File: src/rtl/dsr_align_seq_if.sv
// Control/status bundle between the ADC deserializer alignment sequencer and
// its environment.
//   start, abort : pass request / immediate return to idle
//   aligned      : per-segment alignment-FSM locked flags (clk domain)
//   pat_match    : per-segment training-pattern match flags (clk domain)
//   seg_rst      : one-hot per-segment deserializer reset pulse
//   seg_idx      : segment currently being processed
//   busy, done   : sequencer status
//   fail_mask    : segments that exhausted their retries
//   retry_cnt    : attempts already used on the current segment
interface dsr_align_seq_if #(
   parameter int unsigned NSEG = 12
);
   logic            start;
   logic            abort;
   logic [NSEG-1:0] aligned;
   logic [NSEG-1:0] pat_match;
   logic [NSEG-1:0] seg_rst;
   logic [3:0]      seg_idx;
   logic            busy;
   logic            done;
   logic [NSEG-1:0] fail_mask;
   logic [1:0]      retry_cnt;

   modport master (
      output start, abort, aligned, pat_match,
      input  seg_rst, seg_idx, busy, done, fail_mask, retry_cnt
   );

   modport slave (
      input  start, abort, aligned, pat_match,
      output seg_rst, seg_idx, busy, done, fail_mask, retry_cnt
   );
endinterface

File: src/rtl/dsr_align_seq.sv
// Sequencer that resets and re-aligns each ADC deserializer segment in turn,
// qualifying every segment with a run of training-pattern matches and
// retrying a bounded number of times before marking it failed.
//   clk, rst_n : sequencing clock, asynchronous active-low reset
//   bus        : dsr_align_seq_if.slave (start/abort/aligned/pat_match in;
//                seg_rst/seg_idx/busy/done/fail_mask/retry_cnt out, all registered)
module dsr_align_seq #(
   parameter int unsigned NSEG      = 12,
   parameter int unsigned RST_CYC   = 4,
   parameter int unsigned TMO_CYC   = 1023,
   parameter int unsigned CHK_CYC   = 8,
   parameter int unsigned MAX_RETRY = 3
) (
   input  logic            clk,
   input  logic            rst_n,
   dsr_align_seq_if.slave  bus
);

   localparam int unsigned RW = $clog2(RST_CYC + 1);
   localparam int unsigned WW = $clog2(TMO_CYC + 1);
   localparam int unsigned MW = $clog2(CHK_CYC + 1);

   typedef enum logic [2:0] {
      S_IDLE, S_SRST, S_WAIT_ALGN, S_CHECK, S_NEXT, S_DONE
   } state_t;

   state_t          state_q, state_d;
   logic [RW-1:0]   rst_cnt_q, rst_cnt_d;
   logic [WW-1:0]   wait_cnt_q, wait_cnt_d;
   logic [MW-1:0]   match_cnt_q, match_cnt_d;
   logic [3:0]      seg_idx_q, seg_idx_d;
   logic [1:0]      retry_q, retry_d;
   logic [NSEG-1:0] fail_q, fail_d;
   logic [NSEG-1:0] seg_rst_q, seg_rst_d;
   logic            busy_q, busy_d;
   logic            done_q, done_d;
   logic            aligned_cur;
   logic            match_cur;
   logic            retry_req;

   assign aligned_cur = bus.aligned[seg_idx_q];
   assign match_cur   = bus.pat_match[seg_idx_q];

   // State, datapath and registered outputs
   always_ff @(posedge clk or negedge rst_n) begin
      if (!rst_n) begin
         state_q     <= S_IDLE;
         rst_cnt_q   <= '0;
         wait_cnt_q  <= '0;
         match_cnt_q <= '0;
         seg_idx_q   <= '0;
         retry_q     <= '0;
         fail_q      <= '0;
         seg_rst_q   <= '0;
         busy_q      <= 1'b0;
         done_q      <= 1'b0;
      end else begin
         state_q     <= state_d;
         rst_cnt_q   <= rst_cnt_d;
         wait_cnt_q  <= wait_cnt_d;
         match_cnt_q <= match_cnt_d;
         seg_idx_q   <= seg_idx_d;
         retry_q     <= retry_d;
         fail_q      <= fail_d;
         seg_rst_q   <= seg_rst_d;
         busy_q      <= busy_d;
         done_q      <= done_d;
      end
   end

   // Next state and counter updates; abort overrides everything and freezes the datapath
   always_comb begin
      state_d     = state_q;
      rst_cnt_d   = rst_cnt_q;
      wait_cnt_d  = wait_cnt_q;
      match_cnt_d = match_cnt_q;
      seg_idx_d   = seg_idx_q;
      retry_d     = retry_q;
      fail_d      = fail_q;
      retry_req   = 1'b0;

      if (bus.abort) begin
         state_d = S_IDLE;
      end else begin
         case (state_q)
            S_IDLE, S_DONE: begin
               if (bus.start) begin
                  state_d   = S_SRST;
                  seg_idx_d = '0;
                  retry_d   = '0;
                  fail_d    = '0;
                  rst_cnt_d = '0;
               end
            end
            S_SRST: begin
               if (rst_cnt_q == RW'(RST_CYC - 1)) begin
                  state_d    = S_WAIT_ALGN;
                  wait_cnt_d = '0;
               end else begin
                  rst_cnt_d = rst_cnt_q + RW'(1);
               end
            end
            S_WAIT_ALGN: begin
               if (aligned_cur) begin
                  state_d     = S_CHECK;
                  match_cnt_d = '0;
               end else if (wait_cnt_q == WW'(TMO_CYC)) begin
                  retry_req = 1'b1;
               end else begin
                  wait_cnt_d = wait_cnt_q + WW'(1);
               end
            end
            S_CHECK: begin
               if (!aligned_cur) begin
                  retry_req = 1'b1;
               end else if (match_cur) begin
                  if (match_cnt_q != MW'(CHK_CYC)) begin
                     match_cnt_d = match_cnt_q + MW'(1);
                  end
                  if (match_cnt_q == MW'(CHK_CYC - 1)) begin
                     state_d = S_NEXT;
                  end
               end else begin
                  match_cnt_d = '0;
               end
            end
            S_NEXT: begin
               if (seg_idx_q == 4'(NSEG - 1)) begin
                  state_d = S_DONE;
               end else begin
                  state_d   = S_SRST;
                  seg_idx_d = seg_idx_q + 4'd1;
                  retry_d   = '0;
                  rst_cnt_d = '0;
               end
            end
            default: state_d = S_IDLE;
         endcase

         // Timeout or lost alignment: re-reset the segment or give up on it
         if (retry_req) begin
            if (retry_q < 2'(MAX_RETRY - 1)) begin
               state_d   = S_SRST;
               retry_d   = retry_q + 2'd1;
               rst_cnt_d = '0;
            end else begin
               state_d             = S_NEXT;
               fail_d[seg_idx_q]   = 1'b1;
            end
         end
      end
   end

   // Output decode from the next state so the registered outputs track the state register
   always_comb begin
      seg_rst_d = '0;
      busy_d    = 1'b0;
      done_d    = 1'b0;
      case (state_d)
         S_IDLE: ;
         S_DONE: done_d = 1'b1;
         S_SRST: begin
            seg_rst_d = NSEG'(1) << seg_idx_d;
            busy_d    = 1'b1;
         end
         default: busy_d = 1'b1;
      endcase
   end

   assign bus.seg_rst   = seg_rst_q;
   assign bus.seg_idx   = seg_idx_q;
   assign bus.busy      = busy_q;
   assign bus.done      = done_q;
   assign bus.fail_mask = fail_q;
   assign bus.retry_cnt = retry_q;

endmodule

File: src/flat_wrapper.sv
// flat-port wrapper written by rule: the top's interface ports become plain ports
module dsr_align_seq_flat 
#(
   parameter int unsigned NSEG      = 12,
   parameter int unsigned RST_CYC   = 4,
   parameter int unsigned TMO_CYC   = 1023,
   parameter int unsigned CHK_CYC   = 8,
   parameter int unsigned MAX_RETRY = 3
)
  (clk, rst_n, bus_start, bus_abort, bus_aligned, bus_pat_match, bus_seg_rst, bus_seg_idx, bus_busy, bus_done, bus_fail_mask, bus_retry_cnt);
  dsr_align_seq_if #(.NSEG(NSEG)) bus_i ();
  input  logic clk;
  input  logic rst_n;
  input wire logic [$bits(bus_i.start)-1:0] bus_start;
  input wire logic [$bits(bus_i.abort)-1:0] bus_abort;
  input wire logic [$bits(bus_i.aligned)-1:0] bus_aligned;
  input wire logic [$bits(bus_i.pat_match)-1:0] bus_pat_match;
  output wire logic [$bits(bus_i.seg_rst)-1:0] bus_seg_rst;
  output wire logic [$bits(bus_i.seg_idx)-1:0] bus_seg_idx;
  output wire logic [$bits(bus_i.busy)-1:0] bus_busy;
  output wire logic [$bits(bus_i.done)-1:0] bus_done;
  output wire logic [$bits(bus_i.fail_mask)-1:0] bus_fail_mask;
  output wire logic [$bits(bus_i.retry_cnt)-1:0] bus_retry_cnt;
  assign bus_i.start = bus_start;
  assign bus_i.abort = bus_abort;
  assign bus_i.aligned = bus_aligned;
  assign bus_i.pat_match = bus_pat_match;
  assign bus_seg_rst = bus_i.seg_rst;
  assign bus_seg_idx = bus_i.seg_idx;
  assign bus_busy = bus_i.busy;
  assign bus_done = bus_i.done;
  assign bus_fail_mask = bus_i.fail_mask;
  assign bus_retry_cnt = bus_i.retry_cnt;
  dsr_align_seq #(.NSEG(NSEG), .RST_CYC(RST_CYC), .TMO_CYC(TMO_CYC), .CHK_CYC(CHK_CYC), .MAX_RETRY(MAX_RETRY)) u_core (.clk(clk), .rst_n(rst_n), .bus(bus_i));
endmodule
File: config.mk
export PLATFORM = sky130hd
export DESIGN_NAME = dsr_align_seq_flat
export DESIGN_NICKNAME = d
export VERILOG_FILES = /design/src/rtl/dsr_align_seq_if.sv /design/src/rtl/dsr_align_seq.sv /design/src/flat_wrapper.sv
export SDC_FILE = /design/constraint.sdc
export NUM_CORES = 1
export LEC_CHECK = 0
export CAP_MARGIN = 20
export CORE_AREA = 3 3 81 121
export CTS_BUF_LIST = sky130_fd_sc_hd__clkbuf_8
export CTS_CLUSTER_DIAMETER = 40
export DETAILED_ROUTE_END_ITERATION = 8
export DIE_AREA = 0 0 84 124
export SYNTH_ARGS = -nofsm -noshare
export SYNTH_HDL_FRONTEND = slang
export SYNTH_SLANG_ARGS = --single-unit
File: constraint.sdc
create_clock -name clk -period 2.2 [get_ports clk]
set_input_delay 0.66 -clock clk [delete_from_list [all_inputs] [get_ports clk]]
set_output_delay 0.66 -clock clk [all_outputs]
set_load 0.02 [all_outputs]
=== Word level (Yosys, flattened, before mapping) ===
Index checks and enable logic that the tools add are counted.

* Memories kept: 0
* Latch bits: 0
* RAM bits: 0
* Register bits after elaboration: 52
* ROM bits: 0

* Magnitude comparators: 3
* Reductions and logical operators: 9
* Bitwise gates (word level): 2
* Shifts and indexed selects: 1
* $add $sub $neg: 5
* Div/mod/pow operators: 0
* Multiplexer cells: 54
* Equal/unequal tests: 18
* Multiply operators: 0

{| class="wikitable"
|+ Operators with widths
! cell !! count
|-
| 2-to-1 mux 12 bit || 6
|-
| 2-to-1 mux 3 bit || 15
|-
| 2-to-1 mux 10 bit || 3
|-
| 2-to-1 mux 4 bit || 7
|-
| one-hot mux 10 bit (2 select lines) || 1
|-
| one-hot mux 4 bit (2 select lines) || 2
|-
| one-hot mux 3 bit (5 select lines) || 1
|-
| bitwise OR 12 bit || 1
|-
| left shift 1 x 4 -> 12 bit, first input constant || 1
|-
| adder 10 x 1 -> 10 bit, second input constant || 1
|-
| == test 10 bit, second input constant || 1
|-
| AND reduction 5 bit || 2
|-
| == test 3 x 2 -> 1 bit, second input constant || 3
|-
| == test 3 bit, second input constant || 3
|-
| 2-to-1 mux 1 bit || 9
|-
| one-hot mux 3 bit (3 select lines) || 1
|-
| adder 4 x 1 -> 4 bit, second input constant || 2
|-
| binary-select mux 1 bit (select 4 bit) || 2
|-
| 2-to-1 mux 2 bit || 4
|-
| == test 3 x 1 -> 1 bit, second input constant || 2
|-
| logical NOT 3 bit || 2
|-
| != test 2 x 1 -> 1 bit, second input constant || 3
|-
| less-than comparator 4 x 5 -> 1 bit, second input constant || 1
|-
| demux 1 bit (select 4 bit) || 1
|-
| other kinds (15) || 18
|}

=== Longest topological paths before layout ===
* Depth after elaboration: 10
* Mapped depth: 10
* Gate-level depth less buffers: 7

=== Worst setup path before layout ===
No wires, ideal clock.

* Kind: input -> register
* From: input port bus_aligned[11]
* To: register u_core.wait_cnt_q[4]
* Arrival: 2.249 ns
* Stages on the path: 7
* Path slack: -0.127 ns
* Buffers on the path: 1
* Data required time: 2.122 ns
* Cell sequence: mux4_2 and2_4 a31oi_4 a31oi_1 buf_2 or4_1 a21boi_1

* Word-level cells in the longest chain between the ends: 4

{| class="wikitable"
|+ RTL lines
! element !! line !! RTL
|-
| start, declared || flat_wrapper.sv:16 || <nowiki>input wire logic [$bits(bus_i.aligned)-1:0] bus_aligned;</nowiki>
|-
| binary-select mux 1 bit (select 4 bit) || dsr_align_seq.sv:41 || <nowiki>assign aligned_cur = bus.aligned[seg_idx_q];</nowiki>
|-
| 2-to-1 mux 1 bit (implied by the code) || dsr_align_seq.sv:41 ||
|-
| != test 2 bit (no source line) || n/a ||
|-
| AND reduction 5 bit (no source line) || n/a ||
|-
| end signal, assigned || dsr_align_seq.sv:60 || <nowiki>wait_cnt_q <= wait_cnt_d;</nowiki>
|-
| end, declared || dsr_align_seq.sv:29 || <nowiki>logic [WW-1:0] wait_cnt_q, wait_cnt_d;</nowiki>
|}

No other way between the ends. The select of a mux whose other input is x is not followed.
A chain may end at the register's enable or synchronous reset.

=== Worst setup path in the final report ===
* From: register u_core.seg_idx_q[0] (netlist: u_core.bus.seg_idx[0])
* To: register u_core.wait_cnt_q[8]

* Word-level cells in the longest chain between the ends: 4

{| class="wikitable"
|+ RTL lines
! element !! line !! RTL
|-
| start, declared || dsr_align_seq.sv:31 || <nowiki>logic [3:0] seg_idx_q, seg_idx_d;</nowiki>
|-
| start signal, assigned || dsr_align_seq.sv:62 || <nowiki>seg_idx_q <= seg_idx_d;</nowiki>
|-
| binary-select mux 1 bit (select 4 bit) || dsr_align_seq.sv:41 ||
|-
| 2-to-1 mux 1 bit (implied by the code) || dsr_align_seq.sv:41 ||
|-
| != test 2 bit (no source line) || n/a ||
|-
| AND reduction 5 bit (no source line) || n/a ||
|}

No other way between the ends. The select of a mux whose other input is x is not followed.

==> flow_summary.ini <==
[synthesis]
ys_types = 52
synth_seq_cells = 52
syn_inst = 283
avgSynthCellArea_um2 = 10.2
netlist_area_um2 = 2880
ys_async_sr_fraction = 1.00
syn-num-nets = 319
yosys_warnings = 0
synth_edf_count = 0
synth_ff_type = dfrtp_1
synth-seq-area-share = 0.452

[timing]
fin_crit_ps = 2290
setup_viol = 11
skew_ps = 10.5
slew_viol_final = 0
period_share = 1.04
worst_slew_pin_slew_ps = 468
fmax_mhz = 436
rsz0062_at_grt = yes
finalHoldViolCount = 0
setup_ws_ps = -93.6
fin_tns_setup_ps = -657
max_slew_margin = 0.685

[drt]
viasPerCell = 5.27
drtAntennaViolNets = 0
wl_met2_mm = 4.66
drtIter0Drc = 144
vias = 2704
wl_met3_um = 260
routed.top_layer = met4
drc_errors = 0
wl_met1_mm = 3.14
routed_wirelength_mm = 8.37
wl_per_cell_um = 16.3
dr.pass1.iters = 4

[critical_path]
cp.arrival_ps = 2540
r2r_slack_ps = -90
worstPathRequired_ps = 2440
path_max_fanout = 5
startpoint_type = flip-flop
endpoint_kind = flip-flop
setup.worst_path.class = reg -> reg

[clocking]
clkLatencyLatePin_ps = 320
clk_pin_slew_ps = 100
root_buffer = clkbuf_8
cts_buffer_depth = 2
cts_made_buffers = 5
cts_tree = yes
cts.sinks = 52
htreeDepth = 2
ctsHoldBuffers = 0

[placed_design]
port_buffers = 59
gp_congestion = 0.879
place_area_um2 = 3970
hpwl_mm = 5.97

[cells_and_area]
nets = 438
final_layout_size_suffix_gt1_frac = 0.370
multiInputGateArea_um2 = 1860
fin_util = 0.524
n_fill_cell = 790
register_area_um2 = 1300
layout-area-overhead-vs-synth_pct = 61.5
antenna_cells = 0
design_area_um2 = 4650

[run_status]
violations = negative setup slack
status = finished with violations

[die]
die_w_um = 84
die_h_um = 124
core_um2 = 8880
rows = 42
ioPinCount = 60
initial_core_util = 0.324
dieArea_um2 = 10400

[global_route]
track_usage = 0.166
grt.overflow.total = 0
antenna_found_initial = 0
grt_max_degree = 53
grt_pass1_vias = 2835
grt_pass1_wl_mm = 13.7

[power_and_ir_drop]
ir_worst_vdd_uv = 272
p_per_area_nw_per_um2 = 456
p_leak_uw = 0.00205
report.power.total_uw = 2120

[min_path]
hold_path_class = in -> async

[flow_run]
cap_viol_max_count = 0
==> state kept, by name, summed over array words and instances (netlist names) <==
register and count:
u_core.bus.seg_idx 4, u_core.wait_cnt_q 10, u_core.bus.retry_cnt 2, u_core.bus.done 1
u_core.rst_cnt_q 3, u_core.state_q 3, u_core.match_cnt_q 4, u_core.bus.busy 1
u_core.bus.fail_mask 12, u_core.bus.seg_rst 12
==> Yosys cell counts, types with 3 or more instances <==
cell type	count	area share
dfrtp_1	52	0.45
nand2_1	27	0.035
mux2i_1	16	0.056
nor3_1	16	0.028
o21ai_0	15	0.026
a22o_1	14	0.043
nor2_1	13	0.017
nand2b_1	12	0.026
inv_1	11	0.014
nand3_1	11	0.019
ha_1	8	0.035
buf_2	6	0.010
clkbuf_1	6	0.0078
nor2b_1	6	0.013
nand3b_1	5	0.013
nor4_1	4	0.0087
or2_2	4	0.0087
a31oi_1	3	0.0065
mux2_2	3	0.012
o21a_1	3	0.0078
o31ai_1	3	0.0078
==> final cells by class <==
class	instances	area share
clock buffer	6	0.0178
clock inverter	2	0.00834
inverter	11	0.00888
multi-input combinational	205	0.400
sequential	52	0.280
tap	110	0.0296
timing repair buffer	127	0.255
==> routing by layer <==
metal	vias to the layer above	global-route usage
met4	0	0.0885
met1	1341	0.169
met5	-	0
met2	72	0.321
li1	1270	-
met3	21	0.0265
==> layout by cell type, fill, tap and decap left out, types with 5 or more instances in the layout <==
| cell | instances |
|---|---|
| dfrtp_1 | 50 |
| clkbuf_8 | 6 |
| nand3b_1 | 5 |
| nor2_1 | 9 |
| nor3_4 | 9 |
| o21ai_0 | 7 |
| clkdlybuf4s50_1 | 44 |
| dlygate4sd2_1 | 7 |
| nand2_1 | 27 |
| mux2i_1 | 15 |
| buf_6 | 8 |
| nor2b_1 | 5 |
| nand3_1 | 9 |
| ha_1 | 7 |
| nor3_2 | 5 |
| buf_2 | 6 |
| buf_12 | 5 |
| o21ai_1 | 5 |
| a22o_1 | 14 |
| nand2b_1 | 7 |
| buf_4 | 53 |
| inv_1 | 10 |
==> where the power goes <==
group / total, µW / leakage [µW] / internal (µW) / switching [µW]
combinational: 389 / 0.00128 / 198 / 191
clock: 715 / 0.0000614 / 373 / 343
sequential: 1010 / 0.000712 / 988 / 26.6
==> critical path, cell delays in order, from the launching register on <==
cell and delay, ps:
dfrtp_2 400, mux4_2 500, and2_4 160, a31oi_4 190
buf_6 130, a31oi_4 80, buf_6 140, buf_12 120
buf_4 130, nor4_4 140, mux2i_1 220
==> repair_timing <==
item | in CTS | in global routing
setup endpoints to repair | 45 | 44
gates resized for setup | 82 | 32
buffers inserted | 13 | 7
pin swaps | 39 | 23
gates cloned | 1 | 0
==> logic make-up (layout without fill, tap and decap cells) <==
logic type	after synthesis	in the layout	share of synthesized area
AO/OA/AOI/OAI	58	58	0.159
XOR/XNOR	1	1	0.00304
adder cells (fa/ha/maj)	8	8	0.0348
buffers and inverters	26	146	0.0430
flip-flops	52	52	0.452
multiplexers	21	21	0.0830
AND/OR/NAND/NOR	117	117	0.225
==> final timing paths <==
check / to / from / cells after the start
worst max-delay path: u_core.wait_cnt_q[8] / u_core.bus.seg_idx[0] / 10
worst min-delay path: u_core.bus.done / rst_n / 2
worst max register to register: u_core.wait_cnt_q[8] / u_core.bus.seg_idx[0] / 10
worst min register to register: u_core.bus.fail_mask[11] / u_core.bus.fail_mask[11] / 2
max in group asynchronous: u_core.wait_cnt_q[3] / rst_n / 2
min in group clk: u_core.bus.fail_mask[11] / u_core.bus.fail_mask[11] / 2
==> metrics by stage <==
stage	worst slack, ps	hold WS (ps)	cells
after floorplan	-47.9	364	283
after global placement	-645	478	486
after detailed placement	-694	486	486
after CTS	-177	332	508
after global routing	-211	325	513
final	-93.6	312	513
(Power assumes the default switching activity.)
